**config.mk**
```make
export PLATFORM = sky130hd
export DESIGN_NAME = sram_req_arbiter
export DESIGN_NICKNAME = d
export VERILOG_FILES = /design/src/rtl/sram_req_arbiter.sv
export SDC_FILE = /design/constraint.sdc
export NUM_CORES = 1
export LEC_CHECK = 0
export ABC_AREA = 1
export CAP_MARGIN = 20
export CORE_AREA = 3 3 126 128
export CTS_CLUSTER_SIZE = 24
export DETAILED_ROUTE_END_ITERATION = 10
export DIE_AREA = 0 0 129 131
export PLACE_DENSITY = 0.62
export SETUP_SLACK_MARGIN = 0.02
export SLEW_MARGIN = 25
export SYNTH_ARGS = -nofsm -noshare
export SYNTH_HDL_FRONTEND = slang
export SYNTH_SLANG_ARGS = --single-unit
export TNS_END_PERCENT = 5
```
**constraint.sdc**
```tcl
create_clock -name clk -period 1.68 [get_ports clk]
set_input_delay 0.336 -clock clk [delete_from_list [all_inputs] [get_ports clk]]
set_output_delay 0.336 -clock clk [all_outputs]
set_load 0.05 [all_outputs]
```
**src/rtl/sram_req_arbiter.sv**
```systemverilog
// sram_req_arbiter: shares one SRAM-like port between IF and MEM with grant lock and in-order response routing
module sram_req_arbiter #(
  parameter int OST_LOG2 = 1,
  parameter int WIDTH    = 32
) (
  input  logic             clk,
  input  logic             reset,
  input  logic             inst_req,
  input  logic             inst_wr,
  input  logic [1:0]       inst_size,
  input  logic [3:0]       inst_wstrb,
  input  logic [WIDTH-1:0] inst_addr,
  input  logic [WIDTH-1:0] inst_wdata,
  output logic             inst_addr_ok,
  output logic             inst_data_ok,
  output logic [WIDTH-1:0] inst_rdata,
  input  logic             data_req,
  input  logic             data_wr,
  input  logic [1:0]       data_size,
  input  logic [3:0]       data_wstrb,
  input  logic [WIDTH-1:0] data_addr,
  input  logic [WIDTH-1:0] data_wdata,
  output logic             data_addr_ok,
  output logic             data_data_ok,
  output logic [WIDTH-1:0] data_rdata,
  output logic             mem_req,
  output logic             mem_wr,
  output logic [1:0]       mem_size,
  output logic [3:0]       mem_wstrb,
  output logic [WIDTH-1:0] mem_addr,
  output logic [WIDTH-1:0] mem_wdata,
  input  logic             mem_addr_ok,
  input  logic             mem_data_ok,
  input  logic [WIDTH-1:0] mem_rdata,
  output logic             ost_full,
  output logic             ost_empty,
  output logic             arb_err
);
  localparam int DEPTH = 2 ** OST_LOG2;
  typedef enum logic [1:0] {IDLE, LOCK_I, LOCK_D} state_t;
  state_t state, state_nxt;
  logic [DEPTH-1:0]    ids;
  logic [OST_LOG2-1:0] rd_ptr, wr_ptr;
  logic [OST_LOG2:0]   count;
  logic sel_i, sel_d, hs, pop, head;
  assign sel_d = (state == LOCK_D) | ((state == IDLE) & data_req);
  assign sel_i = (state == LOCK_I) | ((state == IDLE) & !data_req & inst_req);
  assign ost_full  = count == (OST_LOG2 + 1)'(DEPTH);
  assign ost_empty = count == '0;
  assign mem_req   = !reset & !ost_full & (sel_d ? data_req : sel_i & inst_req);
  assign mem_wr    = sel_d ? data_wr    : sel_i ? inst_wr    : 1'b0;
  assign mem_size  = sel_d ? data_size  : sel_i ? inst_size  : 2'd0;
  assign mem_wstrb = sel_d ? data_wstrb : sel_i ? inst_wstrb : 4'd0;
  assign mem_addr  = sel_d ? data_addr  : sel_i ? inst_addr  : '0;
  assign mem_wdata = sel_d ? data_wdata : sel_i ? inst_wdata : '0;
  assign hs           = mem_req & mem_addr_ok;
  assign inst_addr_ok = hs & sel_i;
  assign data_addr_ok = hs & sel_d;
  assign head         = ids[rd_ptr];
  assign pop          = mem_data_ok & !ost_empty;
  assign inst_data_ok = pop & !head;
  assign data_data_ok = pop & head;
  assign inst_rdata   = mem_rdata;
  assign data_rdata   = mem_rdata;
  // lock the grant from request until the address handshake
  always_comb begin
    state_nxt = state;
    state_nxt = hs ? IDLE : ((state == IDLE) & mem_req) ? (sel_d ? LOCK_D : LOCK_I) : state;
  end
  // lock state register
  always_ff @(posedge clk or posedge reset) begin
    if (reset) state <= IDLE;
    else state <= state_nxt;
  end
  // in-order requester ID FIFO and sticky error on an unmatched response
  always_ff @(posedge clk or posedge reset) begin
    if (reset) begin
      ids     <= '0;
      rd_ptr  <= '0;
      wr_ptr  <= '0;
      count   <= '0;
      arb_err <= 1'b0;
    end else begin
      if (hs) begin
        ids[wr_ptr] <= sel_d;
        wr_ptr      <= wr_ptr + OST_LOG2'(1);
      end
      if (pop) rd_ptr <= rd_ptr + OST_LOG2'(1);
      count   <= count + (OST_LOG2 + 1)'(hs) - (OST_LOG2 + 1)'(pop);
      arb_err <= arb_err | (mem_data_ok & ost_empty);
    end
  end
endmodule

```
==> results.yml <==
logic_synthesis:
  yosys_register_bits: 9
  syn_area_sq_um: 2270
  avgSynthCellArea_sq_um: 6.50
  synthCells: 349
  synth_seq_area_share_pct: 9.93
  synth.net_count: 531
  synth_cell_types: 25
  yosysWarnings: 0
setup_path:
  arrival_ns: 1.55
  cp-start-kind: "flip-flop"
  crit_path_end_kind: "output port"
  r2r_setup_slack_ns: -0.08
  required_ns: 1.34
  rr_startpoint: "state[0]$_DFFE_PP0P_"
  r2r_cells: 10
  endpoint: "mem_wstrb[3]"
  critPathMaxFanout: 8
  worst-setup-path-type: "flip-flop to output port"
  crit_path_start: "state[0]$_DFFE_PP0P_"
  reg2reg_to: "count[1]$_DFF_PP0_"
cts:
  cts_tree: "built"
  cts_htree_levels: 1
  numCtsBuffers: 3
  clkTransAtPathRegs_ns: 0.04
  clock_path_buffers: 2
  cts_root_buffer: "clkbuf_16"
  clkSinkCount: 9
  clk_latency_ns: 0.24
die:
  core_area_sq_um: 15000
  die-area_sq_um: 16900
  die_height_microns: 131
  rows: 45
  pin_count: 323
  die_w_microns: 129
  initial_core_util_pct: 15.1
grt:
  grt_usage_pct: 11.9
  antenna_found_initial: 0
  grt_pass1_vias: 2675
  grt_max_degree: 20
  gr-total-overflow: 0
  grt_pass1_wl_microns: 15500
route:
  antenna_left: 0
  first_iter_violations: 40
  first_pass_iters: 4
  totalWireLength_microns: 11400
  wire_per_inst_microns: 15.8
  drc: 0
  num_vias: 2786
  viasPerCell: 3.85
placed_design:
  dpl.hpwl_microns: 7880
  dp_cells: 698
  io_buffers: 226
  place.gp.congestion: 0.737
layout:
  fillCellCount: 1466
  area_delta_synth_final_pct: 165
  nets: 718
  drive_gt1_share_pct: 43.0
  layout_commonest_cell: "clkdlybuf4s50_1"
  fin_cells: 723
  insertedDiodeCount: 0
  multi_input_area_sq_um: 1600
  final_cell_mix: "143 x clkdlybuf4s50_1, 82 x buf_12, 79 x inv_1"
  ff_latch_area_sq_um: 225
timing:
  fin_crit_sh_pct: 112
  fin_tns_setup_ns: -13.35
  drv_slew: 0
  finalCriticalPeriod_ns: 1.88
  max_freq_ghz: 0.531
  final_hold_viol_count: 0
  setup_viol: 75
  max_slew_margin_pct: 76.1
  rsz0062_at_grt: "yes"
  worst_pin_slew_ns: 0.358
  fin_worst_skew_ns: 0.00620
  timing.final.ws_setup_ns: -0.203
run_status:
  violations: "negative setup slack"
  outcome: "complete, but fails checks"
flow_run:
  max_cap_violations: 0
power:
  power.density_nw_per_um2: 1530
  p_leak_uw: 0.00273
  totalPowerFinal_uw: 9210
  ir_drop_v: 0.000869
hold_path:
  min_path_type: "input pin to async pin"
flip-flops by register name, indices dropped and copies added (netlist names):
name and flops:
count 2, wr_ptr 1, rd_ptr 1, state 2
ids 2, arb_err 1
timing repair:
item | CTS | global route
pin swaps | 6 | 5
buffers inserted | 11 | 1
cloned | 8 | 2
setup endpoints to repair | 76 | 77
resized for setup | 62 | 39
hold buffers | 0 | 0
where the power goes:
part	switching [uW]	internal, uW
clock	112	314
sequential	121	312
combinational	4370	3980
Yosys cell counts (all sizes together):
cell	instances	share of area, %
mux2i	1	0.44
ha	2	1.1
a21oi	2	0.94
dfrtp	9	9.9
nor2	6	1.2
buf	78	26
inv	83	14
xor2	1	0.39
nand2	85	15
nand4	2	0.55
nor3	1	0.22
a21o	1	0.33
xnor2	2	0.77
o211ai	1	0.94
nand3	1	0.77
o21ai	73	28
and2	1	0.28
per-layer routing:
layer  global-route usage (%)  wire (microns)  up-vias
li1                         -               -     1351
met1                     13.5            4120     1234
met2                     20.9            5730      183
met3                     5.49            1410       18
met4                     2.22             148        0
met5                        0               0        -
metrics by stage:
stage | area, sq um | worst slack, ns | util, % | hold slack [ns]
global placement | 5110 | -0.364 | 34.1 | 0.449
floorplan | 2280 | -0.0961 | - | 0.164
global route | 6020 | -0.264 | 40.2 | 0.387
detailed placement | 5110 | -0.375 | 34.1 | 0.447
CTS | 5750 | -0.200 | 38.4 | 0.389
finish | 6020 | -0.203 | 40.2 | 0.366
worst min-delay path by stage:
stage	end	slack (ns)	depth (start not counted)
finish	count[1]$_DFF_PP0_	0.37	3
global route	arb_err$_DFF_PP0_	0.39	2
CTS	count[1]$_DFF_PP0_	0.39	3
detailed placement	arb_err$_DFF_PP0_	0.45	1
global placement	arb_err$_DFF_PP0_	0.45	1
floorplan	arb_err$_DFF_PP0_	0.16	1
critical path, stage by stage, from the launching register on:
cell and delay [ns]:
dfrtp_1 0.40, inv_2 0.08, nand2_4 0.07, o211ai_4 0.10, buf_6 0.16, clkbuf_16 0.18, o21ai_4 0.16, buf_12 0.15
kinds of logic (layout without fill, tap and decap cells):
family                   count (synthesis)  count (layout)  synth area share (%)
buffers and inverters                  161             347                  39.9
AND/OR/NAND/NOR                         96              96                  17.5
AO/OA/AOI/OAI                           77              77                  29.9
flip-flops                               9               9                  9.93
XOR/XNOR                                 3               3                  1.16
adder cells (fa/ha/maj)                  2               2                  1.10
multiplexers                             1               1                 0.441
cell type report:
type	count	area share (%)
inverter	83	5.22
sequential	9	3.74
clock buffer	3	1.25
timing repair buffer	260	59.2
multi-input combinational	179	26.6
tap	188	3.91
clock inverter	1	0.0831
Power figures use the tool's default switching activity.
